[src/rtl/mips_exec_controller.sv]
// mips_exec_controller: loads a program into the pipeline's instruction memory,
// releases the pipeline from reset and runs it freely or one step at a time.
// When the halt word reaches IF/ID, it drains the pipeline and then freezes it.
module mips_exec_controller #(
  parameter int unsigned    LEN               = 32,
  parameter int unsigned    RAM_DEPTH_PROGRAM = 32,
  parameter logic [LEN-1:0] HALT_WORD         = 32'hFFFFFFFF,
  parameter int unsigned    DRAIN_CYCLES      = 4,
  parameter int unsigned    NB_CYCLE_CNT      = 32
) (
  input  logic                    i_clk,
  input  logic                    i_rst,
  input  logic                    i_load_valid,
  input  logic [LEN-1:0]          i_load_data,
  output logic                    o_load_ready,
  input  logic                    i_start,
  input  logic                    i_mode_step,
  input  logic                    i_step,
  input  logic [LEN-1:0]          i_if_id_instr,
  output logic                    o_preload_flag,
  output logic [LEN-1:0]          o_preload_address,
  output logic [LEN-1:0]          o_preload_instruction,
  output logic                    o_cpu_rst,
  output logic                    o_cpu_enable,
  output logic [NB_CYCLE_CNT-1:0] o_cycle_count,
  output logic [1:0]              o_state,
  output logic                    o_done,
  output logic                    o_load_error
);

  localparam int unsigned    DW        = (DRAIN_CYCLES < 2) ? 1 : $clog2(DRAIN_CYCLES + 1);
  localparam logic [LEN-1:0] LAST_ADDR = LEN'(RAM_DEPTH_PROGRAM - 1);
  localparam logic [DW-1:0]  DRAIN_INIT = DW'(DRAIN_CYCLES);

  typedef enum logic [1:0] {
    ST_LOAD  = 2'b00,
    ST_READY = 2'b01,
    ST_EXEC  = 2'b10,
    ST_DONE  = 2'b11
  } state_e;

  state_e                  state_q, state_d;
  logic [LEN-1:0]          wr_ptr_q, wr_ptr_d;
  logic                    preload_flag_q, preload_flag_d;
  logic [LEN-1:0]          preload_addr_q, preload_addr_d;
  logic [LEN-1:0]          preload_instr_q, preload_instr_d;
  logic                    load_error_q, load_error_d;
  logic                    step_mode_q, step_mode_d;
  logic                    step_prev_q, step_prev_d;
  logic                    cpu_rst_q, cpu_rst_d;
  logic                    enable_q, enable_d;
  logic                    done_q, done_d;
  logic                    halt_seen_q, halt_seen_d;
  logic [DW-1:0]           drain_q, drain_d;
  logic [NB_CYCLE_CNT-1:0] count_q, count_d;
  logic                    step_edge;

  // Next-state and registered-output logic for the whole sequencer.
  always_comb begin
    // NOTE: every signal gets a default before the case so no path leaves one unassigned (no latch).
    state_d         = state_q;
    wr_ptr_d        = wr_ptr_q;
    preload_flag_d  = 1'b0;
    preload_addr_d  = preload_addr_q;
    preload_instr_d = preload_instr_q;
    load_error_d    = load_error_q;
    step_mode_d     = step_mode_q;
    step_prev_d     = i_step;
    cpu_rst_d       = cpu_rst_q;
    halt_seen_d     = halt_seen_q;
    drain_d         = drain_q;
    count_d         = count_q;
    step_edge       = i_step & ~step_prev_q;

    unique case (state_q)
      ST_LOAD: begin
        if (i_load_valid) begin
          preload_flag_d  = 1'b1;
          preload_addr_d  = wr_ptr_q;
          preload_instr_d = i_load_data;
          wr_ptr_d        = wr_ptr_q + 1'b1;
          if (i_load_data == HALT_WORD) begin
            state_d = ST_READY;
          end else if (wr_ptr_q == LAST_ADDR) begin
            state_d      = ST_READY;
            load_error_d = 1'b1;
          end
        end
      end
      ST_READY: begin
        if (i_start) begin
          state_d     = ST_EXEC;
          step_mode_d = i_mode_step;
          cpu_rst_d   = 1'b1;
        end
      end
      ST_EXEC: begin
        // Work is done only on cycles where the pipeline actually advances.
        if (enable_q) begin
          if (count_q != '1) count_d = count_q + 1'b1;
          if (halt_seen_q) begin
            drain_d = drain_q - 1'b1;
            if (drain_q == DW'(1)) state_d = ST_DONE;
          end else if (i_if_id_instr == HALT_WORD) begin
            halt_seen_d = 1'b1;
            drain_d     = DRAIN_INIT;
          end
        end
      end
      ST_DONE: begin
      end
      default: state_d = ST_LOAD;
    endcase

    // Step pulses only count once already executing, so an edge coinciding with start is dropped.
    enable_d = (state_d == ST_EXEC) &&
               (!step_mode_d || ((state_q == ST_EXEC) && step_edge));
    done_d   = (state_d == ST_DONE);
  end

  // State register with synchronous active-low reset.
  always_ff @(posedge i_clk) begin
    // NOTE: sequential state uses non-blocking assignments so all registers update together.
    if (!i_rst) begin
      state_q         <= ST_LOAD;
      wr_ptr_q        <= '0;
      preload_flag_q  <= 1'b0;
      preload_addr_q  <= '0;
      preload_instr_q <= '0;
      load_error_q    <= 1'b0;
      step_mode_q     <= 1'b0;
      step_prev_q     <= 1'b0;
      cpu_rst_q       <= 1'b0;
      enable_q        <= 1'b0;
      done_q          <= 1'b0;
      halt_seen_q     <= 1'b0;
      drain_q         <= '0;
      count_q         <= '0;
    end else begin
      state_q         <= state_d;
      wr_ptr_q        <= wr_ptr_d;
      preload_flag_q  <= preload_flag_d;
      preload_addr_q  <= preload_addr_d;
      preload_instr_q <= preload_instr_d;
      load_error_q    <= load_error_d;
      step_mode_q     <= step_mode_d;
      step_prev_q     <= step_prev_d;
      cpu_rst_q       <= cpu_rst_d;
      enable_q        <= enable_d;
      done_q          <= done_d;
      halt_seen_q     <= halt_seen_d;
      drain_q         <= drain_d;
      count_q         <= count_d;
    end
  end

  assign o_load_ready          = (state_q == ST_LOAD);
  assign o_state               = state_q;
  assign o_preload_flag        = preload_flag_q;
  assign o_preload_address     = preload_addr_q;
  assign o_preload_instruction = preload_instr_q;
  assign o_cpu_rst             = cpu_rst_q;
  assign o_cpu_enable          = enable_q;
  assign o_cycle_count         = count_q;
  assign o_done                = done_q;
  assign o_load_error          = load_error_q;

endmodule

[config.mk]
export PLATFORM = sky130hd
export DESIGN_NAME = mips_exec_controller
export DESIGN_NICKNAME = d
export VERILOG_FILES = /design/src/rtl/mips_exec_controller.sv
export SDC_FILE = /design/constraint.sdc
export NUM_CORES = 1
export LEC_CHECK = 0
export BUFFER_PORTS_ARGS = -buffer_cell sky130_fd_sc_hd__buf_2
export CORE_MARGIN = 2
export CORE_UTILIZATION = 45
export DETAILED_ROUTE_END_ITERATION = 16
export MAX_ROUTING_LAYER = met4
export PLACE_DENSITY = 0.78
export SKIP_LAST_GASP = 1
export SYNTH_ARGS = -nofsm -noshare
export SYNTH_HDL_FRONTEND = slang
export SYNTH_SLANG_ARGS = --single-unit
[constraint.sdc]
create_clock -name i_clk -period 2.1 [get_ports i_clk]
set_input_delay 0 -clock i_clk [delete_from_list [all_inputs] [get_ports i_clk]]
set_output_delay 0 -clock i_clk [all_outputs]
set_load 0.02 [all_outputs]
==> flow_metrics.py <==
metrics = {
    "run_status": {
        "status": "finished clean",
    },
    "logic_synthesis": {
        "synth_edf_count": 0,
        "syn_nets": 798,
        "async_reset_ff_share_pct": 0,
        "yosysSeqAreaShare_pct": 47.7,
        "netlist_top_cells_area": "dfxtp_1 (48%), nand2_1 (9.9%), a21oi_1 (8.0%)",
        "avgSynthCellArea_um2": 8.17,
        "synth_top_area_share_pct": 47.7,
        "syn_inst": 724,
        "yosysTopAreaCell": "dfxtp_1",
        "yosysWarnings": 0,
        "synth_cell_types": 51,
        "ys_ff_latch": 141,
        "synth_flop_cell": "dfxtp_1",
        "netlist_area_um2": 5920,
        "synth.most_common_cell": "nand2_1",
        "yosys-top-cells-count": "nand2_1 (156), dfxtp_1 (141), a21oi_1 (95)",
    },
    "power": {
        "p_int_mw": 5.10,
        "comb_power_share_pct": 5.7,
        "p_sw_share_pct": 21.0,
        "pwr_density_cell_nw_per_um2": 809,
        "p_leak_nw": 3.36,
        "clkPwrFrac_pct": 51.8,
        "netSwitchingPower_mw": 1.36,
        "peakVddDrop_uv": 629,
        "seq_power_share_pct": 42.4,
        "p_total_mw": 6.46,
    },
    "die": {
        "die_w_um": 119,
        "pin_count": 174,
        "design.die.area_um2": 14100,
        "core_area_um2": 12700,
        "die_h_um": 119,
        "rows": 41,
        "start_util_pct": 46.5,
    },
    "drt": {
        "avgRoutedWirePerCell_um": 14.2,
        "postRouteWirelength_um": 15800,
        "firstDrtPassIters": 5,
        "drtAntennaViolNets": 0,
        "drt_iter0_drc": 409,
        "num_vias": 5916,
        "avgViaCountPerCell": 5.31,
        "drc_errors": 0,
    },
    "clock_tree": {
        "htreeDepth": 4,
        "path_clk_slew_ns": 0.06,
        "insertion_delay_ns": 0.43,
        "cts.repair.resized": 0,
        "cts_sinks": 141,
        "cts_root_buffer": "clkbuf_16",
        "clock_path_buffers": 2,
        "numCtsBuffers": 17,
        "postCtsSetupRepairBufs": 0,
        "cts_tree": "built",
    },
    "worst_setup_path": {
        "r2r_slack_ns": 0.21,
        "critPathLaunchType": "flip-flop",
        "crit_path_end": "o_cycle_count[20]",
        "worst-setup-path-type": "reg2reg",
        "crit_start": "o_cycle_count[6]",
        "end_kind": "flip-flop",
        "critPathSlowestCell": "dfxtp_1",
        "cp_data_arrival_time_ns": 2.24,
        "max_stage_delay_ns": 0.41,
        "timing.rr.end": "o_cycle_count[20]",
        "crit_fanout": 8,
        "r2r_cells": 5,
        "cp.required_ns": 2.45,
        "r2r-start": "o_cycle_count[6]",
        "critical_path.cell_chain": "and4_1 -> and3_1 -> nand4_2 -> or3_1 -> a21oi_1",
    },
    "timing": {
        "holdWs_ns": 0.0277,
        "finalCriticalPeriod_ns": 1.89,
        "finalCritPeriodShare_pct": 90.1,
        "max_freq_mhz": 529,
        "clock_skew_ns": 0.00837,
        "slew_viol_final": 0,
        "finalSetupViolCount": 0,
        "finalHoldViolations": 0,
        "setup_ws_ns": 0.208,
        "rsz0062_at_grt": "false",
        "maxSlewHeadroom_pct": 52.7,
        "setup_tns_ns": 0,
        "worstMarginPinSlew_ns": 0.703,
    },
    "cells_and_area": {
        "diodes": 0,
        "area_delta_synth_final_pct": 34.9,
        "drive_gt1_share_pct": 24.8,
        "fin_nets": 1003,
    },
    "placement": {
        "gp_congestion": 0.830,
        "portBuffers": 173,
        "pre_cts_ws_ns": 0.239,
        "place_hpwl_um": 10300,
    },
    "global_route": {
        "grt_pass1_vias": 5356,
        "antenna_found_initial": 0,
        "grt_remaining_overflow": 0,
        "grtUsageTotal_pct": 23.1,
        "grt_max_degree": 50,
        "grt_pass1_wl_um": 25800,
    },
    "worst_hold_path": {
        "hp-class": "in2reg",
    },
    "flow_run": {
        "drv_cap": 0,
    },
}
-- metal layers --
metal / part of all wire (%) / global-route usage (%)
met5: 0 / -
met4: 2.8 / 9.60
met3: 5.4 / 5.55
met2: 48 / 37.1
met1: 44 / 27.8
-- final cells by class --
type | instances | area, um2
sequential | 141 | 2820
clock buffer | 22 | 484
multi-input combinational | 535 | 2890
fill | 1112 | 4740
timing repair buffer | 227 | 1360
inverter | 7 | 28.8
tap | 172 | 215
clock inverter | 10 | 184
-- worst min-delay path by stage --
stage	from	to	cells past startpoint
floorplan	i_step	step_prev_q	1
global placement	i_step	step_prev_q	2
detailed placement	i_step	step_prev_q	2
CTS	i_start	o_state[1]	4
global route	i_start	o_state[1]	4
finish	i_start	o_state[1]	4
-- cell usage in the layout (no fill, tap or decap), drive strengths merged, types with 5 or more instances in the layout --
master       synthesis  final
and2                 9      9
and4                10     10
nand2              157    157
nor4                 6      6
or4                  9      9
dlygate4sd3          0     35
or3                 24     24
nor3                 7      7
nand4               43     43
dfxtp              141    141
a21oi               95     95
bufinv               0      5
o21ai               27     27
xor2                26     26
inv                  7      7
nor2                44     44
xnor2                6      6
and3                10     10
clkbuf              27     22
nand3               29     29
buf                 14    192
-- timing repair --
action | in CTS | in global routing
hold buffers | 35 | 0
endpoints found under the hold margin | 39 | 0
setup endpoints to repair | 0 | 0
-- kinds of logic (layout without fill, tap and decap cells) --
family | count (synthesis) | count (layout) | share of synthesized area (%)
flops | 141 | 141 | 47.7
simple gates | 358 | 358 | 30.1
buf+inv | 48 | 266 | 3.53
mux | 3 | 3 | 0.529
xor+xnor | 32 | 32 | 4.74
compound gates | 138 | 138 | 12.5
fa+ha+maj | 4 | 4 | 0.846
-- state kept, by name (all words and copies together), names as in the netlist, 2 cells and up --
register,flops
o_preload_address,32
o_state,2
drain_q,3
wr_ptr_q,32
o_preload_instruction,32
o_cycle_count,32
-- power by group through the flow --
stage / clock [mW] / sequential (mW) / combinational (mW)
2_1_floorplan: 0 / 2.84 / 0.122
3_3_place_gp: 0 / 2.80 / 0.314
3_5_place_dp: 0 / 2.80 / 0.316
4_1_cts: 3.39 / 2.74 / 0.366
5_1_grt: 3.53 / 2.74 / 0.403
6_report: 3.35 / 2.74 / 0.371
-- worst max-delay path: cells and delay by family (launching register included) --
kind | cells | cell delay (ns)
flops | 1 | 0.41
simple gates | 4 | 1.25
compound gates | 1 | 0.16
-- per-stage QoR --
stage	cell area [um2]	instances	utilization (%)
finish	7980	1114	62.8
global route	7980	1114	62.8
CTS	7980	1114	62.8
detailed placement	6970	1047	54.8
global placement	6970	1047	54.8
floorplan	5920	724	-
No activity file was read; power rests on OpenSTA's default activity.
